===== src/rtl/fft_pkg.sv =====
// Shared widths, FSM encoding and address-generation helpers for the FFT sequencer.
package fft_pkg;

    localparam int FFT_MAX_LOG2   = 9;
    localparam int FFT_MIN_LOG2   = 3;
    localparam int FFT_PIPE_DELAY = 10;

    localparam int ADDR_W = FFT_MAX_LOG2;
    localparam int TW_W   = FFT_MAX_LOG2 - 1;
    localparam int STG_W  = $clog2(FFT_MAX_LOG2);
    localparam int LOG_W  = $clog2(FFT_MAX_LOG2 + 1);

    typedef enum logic [1:0] {
        ST_IDLE,
        ST_RUN,
        ST_DRAIN
    } state_t;

    // Rotate left by one within the low l bits; bits at l and above come out zero.
    function automatic logic [ADDR_W-1:0] rotl1(input logic [ADDR_W-1:0] a,
                                                input logic [LOG_W-1:0]  l);
        logic [ADDR_W-1:0] r;
        r    = '0;
        r[0] = a[l - 1'b1];
        for (int i = 1; i < ADDR_W; i++) begin
            if (i < int'(l)) r[i] = a[i-1];
        end
        return r;
    endfunction

    function automatic logic [ADDR_W-1:0] rotl_L(input logic [ADDR_W-1:0] a,
                                                 input logic [STG_W-1:0]  s,
                                                 input logic [LOG_W-1:0]  l);
        logic [ADDR_W-1:0] r;
        r = a;
        for (int k = 0; k < ADDR_W - 1; k++) begin
            if (k < int'(s)) r = rotl1(r, l);
        end
        return r;
    endfunction

    // (l-1)-bit field with its top s bits set, right-aligned in TW_W bits.
    function automatic logic [TW_W-1:0] tw_mask(input logic [STG_W-1:0] s,
                                               input logic [LOG_W-1:0] l);
        logic [TW_W-1:0] m;
        m = '0;
        for (int i = 0; i < TW_W; i++) begin
            if ((i < int'(l) - 1) && (i >= int'(l) - 1 - int'(s))) m[i] = 1'b1;
        end
        return m;
    endfunction

endpackage


===== src/rtl/fft_sequencer_delay_line.sv =====
// Fixed-length shift register with async reset and synchronous flush.
// Latency: CYCLES clocks from din to dout.
// Backpressure: none; shifts every cycle, flush zeroes every stage at once.
module delay_line #(
    parameter int WIDTH  = 1,
    parameter int CYCLES = 2
) (
    input  logic             clk,
    input  logic             rst,
    input  logic             flush,
    input  logic [WIDTH-1:0] din,
    output logic [WIDTH-1:0] dout
);

    logic [WIDTH-1:0] pipe [CYCLES];

    always_ff @(posedge clk or posedge rst) begin
        if (rst) begin
            for (int i = 0; i < CYCLES; i++) pipe[i] <= '0;
        end else if (flush) begin
            for (int i = 0; i < CYCLES; i++) pipe[i] <= '0;
        end else begin
            pipe[0] <= din;
            for (int i = 1; i < CYCLES; i++) pipe[i] <= pipe[i-1];
        end
    end

    assign dout = pipe[CYCLES-1];

endmodule


===== src/rtl/fft_sequencer.sv =====
// Read/write address, twiddle and write-enable sequencer for an in-place constant-geometry radix-2 FFT.
// Latency: reads follow an accepted start by one cycle; writes trail reads by PIPELINE_DELAY; done after L*(N/2+PIPELINE_DELAY).
// Backpressure: none; one butterfly per RUN cycle, abort is the only way to stop early.
module fft_sequencer
    import fft_pkg::*;
#(
    parameter int MAX_LOG2       = FFT_MAX_LOG2,
    parameter int MIN_LOG2       = FFT_MIN_LOG2,
    parameter int PIPELINE_DELAY = FFT_PIPE_DELAY
) (
    input  logic                          clk,
    input  logic                          rst,
    input  logic                          start,
    input  logic [$clog2(MAX_LOG2+1)-1:0] log2n,
    input  logic                          inverse,
    input  logic                          abort,
    output logic                          busy,
    output logic                          done,
    output logic                          cfg_err,
    output logic [$clog2(MAX_LOG2)-1:0]   stage,
    output logic                          rd_bank,
    output logic [MAX_LOG2-1:0]           rd_addr_a,
    output logic [MAX_LOG2-1:0]           rd_addr_b,
    output logic [MAX_LOG2-1:0]           wr_addr_a,
    output logic [MAX_LOG2-1:0]           wr_addr_b,
    output logic                          we,
    output logic [MAX_LOG2-2:0]           tw_addr,
    output logic                          tw_conj,
    output logic                          result_bank
);

    localparam int AW = MAX_LOG2;
    localparam int JW = MAX_LOG2 - 1;
    localparam int SW = $clog2(MAX_LOG2);
    localparam int LW = $clog2(MAX_LOG2 + 1);
    localparam int CW = (PIPELINE_DELAY > 2) ? $clog2(PIPELINE_DELAY) : 1;
    localparam int DW = 1 + 2 * AW;

    localparam logic [LW-1:0] L_MIN     = LW'(MIN_LOG2);
    localparam logic [LW-1:0] L_MAX     = LW'(MAX_LOG2);
    localparam logic [CW-1:0] DRAIN_END = CW'(PIPELINE_DELAY - 1);

    state_t          state, state_n;
    logic [JW-1:0]   j, j_n, last_j;
    logic [SW-1:0]   s, s_n;
    logic [CW-1:0]   cnt, cnt_n;
    logic [LW-1:0]   lq, lq_n;
    logic            inv, inv_n;
    logic            res_vld, res_vld_n;
    logic            accept, reject, last_wr, flush;
    logic            rd_vld, run_n;
    logic [AW-1:0]   rd_a_n, rd_b_n;
    logic [JW-1:0]   tw_n;
    logic            conj_n;
    logic [DW-1:0]   wr_bus;

    assign last_j = JW'((AW'(1) << (lq - 1'b1)) - 1'b1);

    // State register; read-side outputs are registered from next-state values so they line up with RUN.
    always_ff @(posedge clk or posedge rst) begin
        if (rst) begin
            state     <= ST_IDLE;
            j         <= '0;
            s         <= '0;
            cnt       <= '0;
            lq        <= L_MIN;
            inv       <= 1'b0;
            res_vld   <= 1'b0;
            cfg_err   <= 1'b0;
            rd_vld    <= 1'b0;
            rd_addr_a <= '0;
            rd_addr_b <= '0;
            tw_addr   <= '0;
            tw_conj   <= 1'b0;
        end else begin
            state     <= state_n;
            j         <= j_n;
            s         <= s_n;
            cnt       <= cnt_n;
            lq        <= lq_n;
            inv       <= inv_n;
            res_vld   <= res_vld_n;
            cfg_err   <= reject;
            rd_vld    <= run_n;
            rd_addr_a <= rd_a_n;
            rd_addr_b <= rd_b_n;
            tw_addr   <= tw_n;
            tw_conj   <= conj_n;
        end
    end

    always_comb begin
        state_n = state;
        j_n     = j;
        s_n     = s;
        cnt_n   = cnt;
        lq_n    = lq;
        inv_n   = inv;
        accept  = 1'b0;
        reject  = 1'b0;
        last_wr = 1'b0;
        flush   = 1'b0;
        case (state)
            ST_IDLE: begin
                if (start) begin
                    if ((log2n >= L_MIN) && (log2n <= L_MAX)) begin
                        accept  = 1'b1;
                        state_n = ST_RUN;
                        j_n     = '0;
                        s_n     = '0;
                        cnt_n   = '0;
                        lq_n    = log2n;
                        inv_n   = inverse;
                    end else begin
                        reject = 1'b1;
                    end
                end
            end
            ST_RUN: begin
                if (abort) begin
                    state_n = ST_IDLE;
                    flush   = 1'b1;
                end else if (j == last_j) begin
                    state_n = ST_DRAIN;
                    cnt_n   = '0;
                end else begin
                    j_n = j + 1'b1;
                end
            end
            ST_DRAIN: begin
                if (abort) begin
                    state_n = ST_IDLE;
                    flush   = 1'b1;
                end else if (cnt == DRAIN_END) begin
                    if (s == SW'(lq - 1'b1)) begin
                        state_n = ST_IDLE;
                        last_wr = 1'b1;
                    end else begin
                        state_n = ST_RUN;
                        s_n     = s + 1'b1;
                        j_n     = '0;
                    end
                end else begin
                    cnt_n = cnt + 1'b1;
                end
            end
            default: state_n = ST_IDLE;
        endcase
    end

    always_comb begin
        busy        = (state != ST_IDLE);
        done        = last_wr;
        rd_bank     = s[0];
        result_bank = lq[0] & (res_vld | last_wr);
        run_n       = (state_n == ST_RUN);
        rd_a_n      = '0;
        rd_b_n      = '0;
        tw_n        = '0;
        conj_n      = 1'b0;
        if (run_n) begin
            rd_a_n = rotl_L({j_n, 1'b0}, s_n, lq_n);
            rd_b_n = rotl_L({j_n, 1'b1}, s_n, lq_n);
            tw_n   = (j_n & tw_mask(s_n, lq_n)) << (LW'(AW) - lq_n);
            conj_n = inv_n;
        end
        // The final bank stays valid until another transform is accepted or this one is aborted.
        if (accept || flush) res_vld_n = 1'b0;
        else if (last_wr)    res_vld_n = 1'b1;
        else                 res_vld_n = res_vld;
    end

    assign stage = s;

    delay_line #(
        .WIDTH  (DW),
        .CYCLES (PIPELINE_DELAY)
    ) u_wr_dly (
        .clk   (clk),
        .rst   (rst),
        .flush (flush),
        .din   ({rd_vld, rd_addr_a, rd_addr_b}),
        .dout  (wr_bus)
    );

    assign {we, wr_addr_a, wr_addr_b} = wr_bus;

endmodule


===== config.mk =====
export PLATFORM = sky130hd
export DESIGN_NAME = fft_sequencer
export DESIGN_NICKNAME = d
export VERILOG_FILES = /design/src/rtl/fft_pkg.sv /design/src/rtl/fft_sequencer_delay_line.sv /design/src/rtl/fft_sequencer.sv
export SDC_FILE = /design/constraint.sdc
export NUM_CORES = 1
export LEC_CHECK = 0
export ABC_AREA = 1
export CAP_MARGIN = 20
export CORE_ASPECT_RATIO = 0.75
export CORE_MARGIN = 5
export CORE_UTILIZATION = 40
export CTS_BUF_LIST = sky130_fd_sc_hd__clkbuf_16
export DETAILED_ROUTE_END_ITERATION = 16
export PLACE_DENSITY = 0.63
export SYNTH_ARGS = -nofsm -noshare
export SYNTH_HDL_FRONTEND = slang
export SYNTH_SLANG_ARGS = --single-unit

===== constraint.sdc =====
create_clock -name clk -period 20.9 [get_ports clk]
set_clock_uncertainty 0.15 [all_clocks]
set_input_delay 4.18 -clock clk [delete_from_list [all_inputs] [get_ports clk]]
set_output_delay 4.18 -clock clk [all_outputs]
set_load 0.05 [all_outputs]

==> Word level (Yosys, flattened, before mapping) <==
Index checks and enable logic that the tools add are counted.
{ "classes": {"addsub": 9, "order_cmp": 35, "n_eq_ne": 12, "n_shift": 2, "n_mux": 252, "n_bitwise": 3, "n_reduce_logical": 16} }
{ "ops": {"columns": ["op", "count"], "rows": [
  ["$mux 9", 32],
  ["$mux 190", 1],
  ["$mux 1", 171],
  ["$bmux 1 s4", 16],
  ["$mux 8", 8],
  ["$mux 4", 14],
  ["$lt 3x4->1 const A", 8],
  ["$ge 4x6->1 const A", 4],
  ["$pmux 8 s3", 1],
  ["$lt 4x5->1 const A", 4],
  ["$lt 2x4->1 const A", 4],
  ["$ge 3x6->1 const A", 2],
  ["$lt 1x4->1 const A", 3],
  ["$mux 2", 6],
  ["$ne 2x2->1 const B", 6],
  ["$pmux 4 s3", 1],
  ["$lt 3x5->1 const A", 2],
  ["$logic_and 1x1->1", 9],
  ["$add 4x1->4 const B", 2],
  ["$add 8x1->8 const B", 1],
  ["$and 8x8->8", 1],
  ["$eq 8x8->1", 1],
  ["$pmux 4 s2", 1],
  ["$shl 1x4->8 const A", 1],
  ["other kinds (27)", 30]
]} }
{ "word_totals": {"register_bits": 243, "inputBits": 9} }

==> Depth between registers and ports, before layout <==
{ "depth": {"depth_word": 39, "depth_mapped": 70, "mapped_depth_nobuf": 70} }

==> By module <==
A second synthesis with hierarchy kept.
{ "hier_totals": {"hier_cells": 1665, "area_unflattened_um2": 12729.7} }
{ "by_module_without_submodules": {"columns": ["module", "instances", "cells_per_inst", "area_each_um2"], "rows": [
  ["delay_line", 1, 611, 6501.2],
  ["fft_sequencer", 1, 1054, 6228.5]
]} }

==> Worst setup path before layout <==
No wires, ideal clock.
{ "synth_timing": {"path_type": "input -> output", "from": "input port abort", "to": "output port result_bank", "arrival_time_ps": 5921, "path_slack_ps": 10649, "cell_stages": 6, "path_cell_list": "nor2_1 > inv_1 > nor2_1 > or2_2 > inv_1 > nor2_1"} }
{ "synth_between": {"elab_chain_len": 4} }
{ "synth_lines": {"columns": ["element", "line", "rtl"], "rows": [
  ["from (decl)", "fft_sequencer.sv:16", "input logic abort,"],
  ["$mux 1", "fft_sequencer.sv:131", "if (abort) begin"],
  ["$mux 1", "fft_sequencer.sv:103", "case (state)"],
  ["net done", "fft_sequencer.sv:18", "output logic done,"],
  ["$or 1x1->1", "fft_sequencer.sv:155", "result_bank = lq[0] & (res_vld | last_wr);"],
  ["$and 1x1->1", "fft_sequencer.sv:155", null],
  ["to (decl)", "fft_sequencer.sv:29", "output logic result_bank"]
]} }
The timed path passes the listed nets, and every way through them passes these cells.

==> Worst setup path in the final report <==
{ "layout_timing": {"from": "input port log2n[1]", "to": "register rd_addr_a[0]"} }
{ "layout_between": {"elab_chain_len": 38} }
{ "layout_lines": {"columns": ["element", "line", "rtl"], "rows": [
  ["from (decl)", "fft_sequencer.sv:14", "input logic [$clog2(MAX_LOG2+1)-1:0] log2n,"],
  ["$ge 4x2->1 / $le 4x4->1 (equally long branches)", "fft_sequencer.sv:106", "if ((log2n >= L_MIN) && (log2n <= L_MAX)) begin"],
  ["$logic_and 1x1->1", "fft_sequencer.sv:106", null],
  ["$mux 4", "fft_sequencer.sv:106", null],
  ["$mux 4", "fft_sequencer.sv:105", "if (start) begin"],
  ["$mux 4", "fft_sequencer.sv:103", null],
  ["$sub 4x1->4", "fft_pkg.sv:24", "r[0] = a[l - 1'b1];"],
  ["$bmux 1 s4", "fft_pkg.sv:24", null],
  ["$mux 1 (implied by the code)", "fft_pkg.sv:24", null],
  ["[... 23 more ...]", null, null],
  ["$mux 1 (implied by the code)", "fft_pkg.sv:24", null],
  ["$mux 9", "fft_pkg.sv:37", "if (k < int'(s)) r = rotl1(r, l);"],
  ["$mux 9", "fft_sequencer.sv:161", "if (run_n) begin"],
  ["$bmux 1 s4", "fft_pkg.sv:24", null],
  ["$mux 1 (implied by the code)", "fft_pkg.sv:24", null],
  ["$mux 9", "fft_pkg.sv:37", null],
  ["$mux 9 *", "fft_sequencer.sv:161", null],
  ["net rd_a_n[0]", "fft_sequencer.sv:52", "logic [AW-1:0] rd_a_n, rd_b_n;"],
  ["to (signal assigned)", "fft_sequencer.sv:85", "rd_addr_a <= rd_a_n;"],
  ["to (decl)", "fft_sequencer.sv:22", "output logic [MAX_LOG2-1:0] rd_addr_a,"]
]} }
Mark *: on every way through the listed nets, which the timed path passes. The rest lies on a longest branch. The select of a mux whose other input is x is not followed.
A chain may end at the register's enable or synchronous reset.

==> impl_metrics.env <==
export IMPL_slew_headroom=0.2153
export IMPL_dp_hpwl_um=22970
export IMPL_post_cts_buffers=0
export IMPL_gp_congestion=0.9336
export IMPL_drc_errors=0
export IMPL_cts_resized=0
export IMPL_avgViaCountPerCell=4.835
export IMPL_p_sw_frac=0.4572
export IMPL_p_sw_mw=0.8865
export IMPL_max_stage_delay_ns=0.53
export IMPL_critPathMaxFanout=58
export IMPL_synthArstFlopShare=1.000
export IMPL_whs_ns=0.3070
export IMPL_mostFrequentLayoutCells="319 x inv_1, 289 x nand2_1, 289 x nor2_1"
export IMPL_synth_seq_cells=243
export IMPL_powerDensity_mw_per_mm2=134.6
export IMPL_critPathRequiredTime_ns=21.21
export IMPL_synth_area_mm2=0.01272
export IMPL_rsz0062_at_grt="false"
export IMPL_crit_path_frequent_cell="nand2_1"
export IMPL_ys_seq_area_frac=0.4784
export IMPL_end_kind="flip-flop"
export IMPL_grt_usage=0.1814
export IMPL_max_freq_mhz=94.02
export IMPL_cts_root_buf="clkbuf_16"
export IMPL_report_final_setup_viol=0
export IMPL_die_area_mm2=0.03550
export IMPL_tns_ns=0
export IMPL_ctsHoldBuffers=0
export IMPL_synth_ff_type="dfrtp_1"
export IMPL_period_share=0.5089
export IMPL_grt_pass1_wl_um=52320
export IMPL_path_clk_slew_ns=0.06
export IMPL_initial_core_util=0.4060
export IMPL_clk_latency_ns=0.54
export IMPL_grt_max_degree=132
export IMPL_layout_commonest_cell="inv_1"
export IMPL_worstPathArrival_ns=10.95
export IMPL_rows=56
export IMPL_drv_slew=0
export IMPL_pin_count=64
export IMPL_worst_path_max_delay_cell="buf_4"
export IMPL_synth_top_area_frac=0.4742
export IMPL_max_cap_violations=0
export IMPL_min_path_type="flip-flop to flip-flop"
export IMPL_dr_first_iter_drc_count=968
export IMPL_synth_edf_count=0
export IMPL_worst_slew_pin_slew_ns=1.173
export IMPL_start_kind="input port"
export IMPL_tritoncts="yes"
export IMPL_finalHoldViolations=0
export IMPL_dr_total_vias=10230
export IMPL_synthCells=1666
export IMPL_fin_area_mm2=0.01440
export IMPL_die_w_um=215.9
export IMPL_routedWlPerCell_um=15.15
export IMPL_drive_gt1_frac=0.08187
export IMPL_p_seq_frac=0.295
export IMPL_peakVddDrop_uv=89.09
export IMPL_cts_buffer_depth=3
export IMPL_leakage_nw=6.902
export IMPL_cts_buffers=25
export IMPL_period_minus_slack_ns=10.64
export IMPL_p_int_mw=1.052
export IMPL_htree_levels=1
export IMPL_status="finished clean"
export IMPL_drtAntennaViolNets=0
export IMPL_ys_types=57
export IMPL_grt_overflow=0
export IMPL_antenna_found_initial=0
export IMPL_core_mm2=0.03132
export IMPL_antenna_cells=0
export IMPL_numPortBuffers=63
export IMPL_ys_warn_count=0
export IMPL_wl_um=32060
export IMPL_grt_pass1_vias=9625
export IMPL_placed_area_mm2=0.01356
export IMPL_postSynthAreaPerCell_um2=7.633
export IMPL_area_growth_pct=13.25
export IMPL_combPwrFrac=0.480
export IMPL_drtPass1Iterations=6
export IMPL_yosysTopAreaCell="dfrtp_1"
export IMPL_die_h_um=164.4
export IMPL_cts_sinks=243
export IMPL_setup_worst_path_class="input port to flip-flop"
export IMPL_yosys_top_cells_area="dfrtp_1 47%, inv_1 9.4%, nand2_1 8.5%, nor2_1 8.5%, a21oi_1 2.8%"
export IMPL_syn_nets=1700
export IMPL_nets=1725
export IMPL_p_clk_frac=0.225
[flip-flops by register name, summed over array words and instances, names as in the netlist, 2 cells and up]
register and count:
state 2, rd_addr_b 9, lq 4, cnt 4, rd_addr_a 9, tw_addr 8, u_wr_dly.pipe 171, j 8
stage 4, u_wr_dly.dout 19
[kinds of logic (layout without fill, tap and decap cells)]
family	count (synthesis)	in the layout	share of synthesized area
xor gates and xnor gates	9	9	0.006199
DFF	243	243	0.4784
adders and majority gates	25	25	0.02519
AOI/OAI and AO/OA	249	249	0.1179
buffers and inverters	416	460	0.1313
and+or+nand+nor	723	723	0.2403
muxes	1	1	0.0007871
[Yosys cell counts, types with 9 or more instances]
| cell type | n |
|---|---|
| o31ai_1 | 9 |
| ha_1 | 24 |
| nand2_1 | 289 |
| nand2_2 | 25 |
| o21ai_1 | 20 |
| o22ai_1 | 14 |
| o211ai_1 | 11 |
| nor2_1 | 289 |
| a211oi_1 | 11 |
| nand3_1 | 71 |
| inv_1 | 318 |
| buf_4 | 23 |
| nor2_2 | 9 |
| a22oi_1 | 13 |
| a21oi_1 | 72 |
| inv_2 | 18 |
| o21ai_0 | 65 |
| dfrtp_1 | 241 |
| clkbuf_1 | 45 |
[critical path: cells and delay by family]
kind            cells  cell delay (ns)
buf+inv             5             1.56
fa+ha+maj           1             0.44
simple gates       44             3.78
compound gates      5             0.94
[power groups by stage]
stage / Sequential, mW / Clock, mW / Combinational (mW)
2_1_floorplan: 0.611 / 0 / 0.634
3_3_place_gp: 0.582 / 0 / 0.910
3_5_place_dp: 0.581 / 0 / 0.906
4_1_cts: 0.573 / 0.452 / 0.912
5_1_grt: 0.579 / 0.472 / 1.03
6_report: 0.573 / 0.436 / 0.930
[layout make-up]
cell class,instances,area (um2)
multi-input combinational,1007,4975
clock buffer,25,625.6
fill,3122,16920
sequential,243,6083
clock inverter,21,186.4
tap,406,508.0
timing repair buffer,74,733.2
inverter,340,1291
[worst paths after layout]
| path | slack [ns] | cells after the start | endpoint | start |
|---|---|---|---|---|
| worst max-delay path | 10.26 | 55 | rd_addr_a[0]$_DFF_PP0_ | log2n[1] |
| worst min-delay path | 0.31 | 2 | u_wr_dly.dout[13]$_DFF_PP0_ | u_wr_dly.pipe[32]$_DFF_PP0_ |
| worst max register to register | 13.99 | 53 | rd_addr_a[0]$_DFF_PP0_ | state[0]$_DFF_PP0_ |
| worst min register to register | 0.31 | 2 | u_wr_dly.dout[13]$_DFF_PP0_ | u_wr_dly.pipe[32]$_DFF_PP0_ |
| max in group asynchronous | 14.93 | 4 | u_wr_dly.pipe[134]$_DFF_PP0_ | rst |
| min in group asynchronous | 4.02 | 2 | tw_addr[2]$_DFF_PP0_ | rst |
[per-layer routing]
layer,GRT usage,routed length [um],up-vias
met4,0.04912,938,0
met3,0.04416,2864,58
li1,-,-,5152
met2,0.2470,12230,383
met5,0,0,-
met1,0.2855,16020,4637
[metrics by stage]
stage / power [mW] / utilization / worst slack, ns / std cells
final: 1.939 / 0.4599 / 10.26 / 2116
after global routing: 2.085 / 0.4599 / 9.492 / 2116
after floorplan: 1.245 / - / 9.900 / 1666
after global placement: 1.492 / 0.4330 / 10.12 / 2069
after detailed placement: 1.487 / 0.4330 / 9.901 / 2069
after CTS: 1.937 / 0.4590 / 10.33 / 2115
Power figures use the tool's default switching activity.
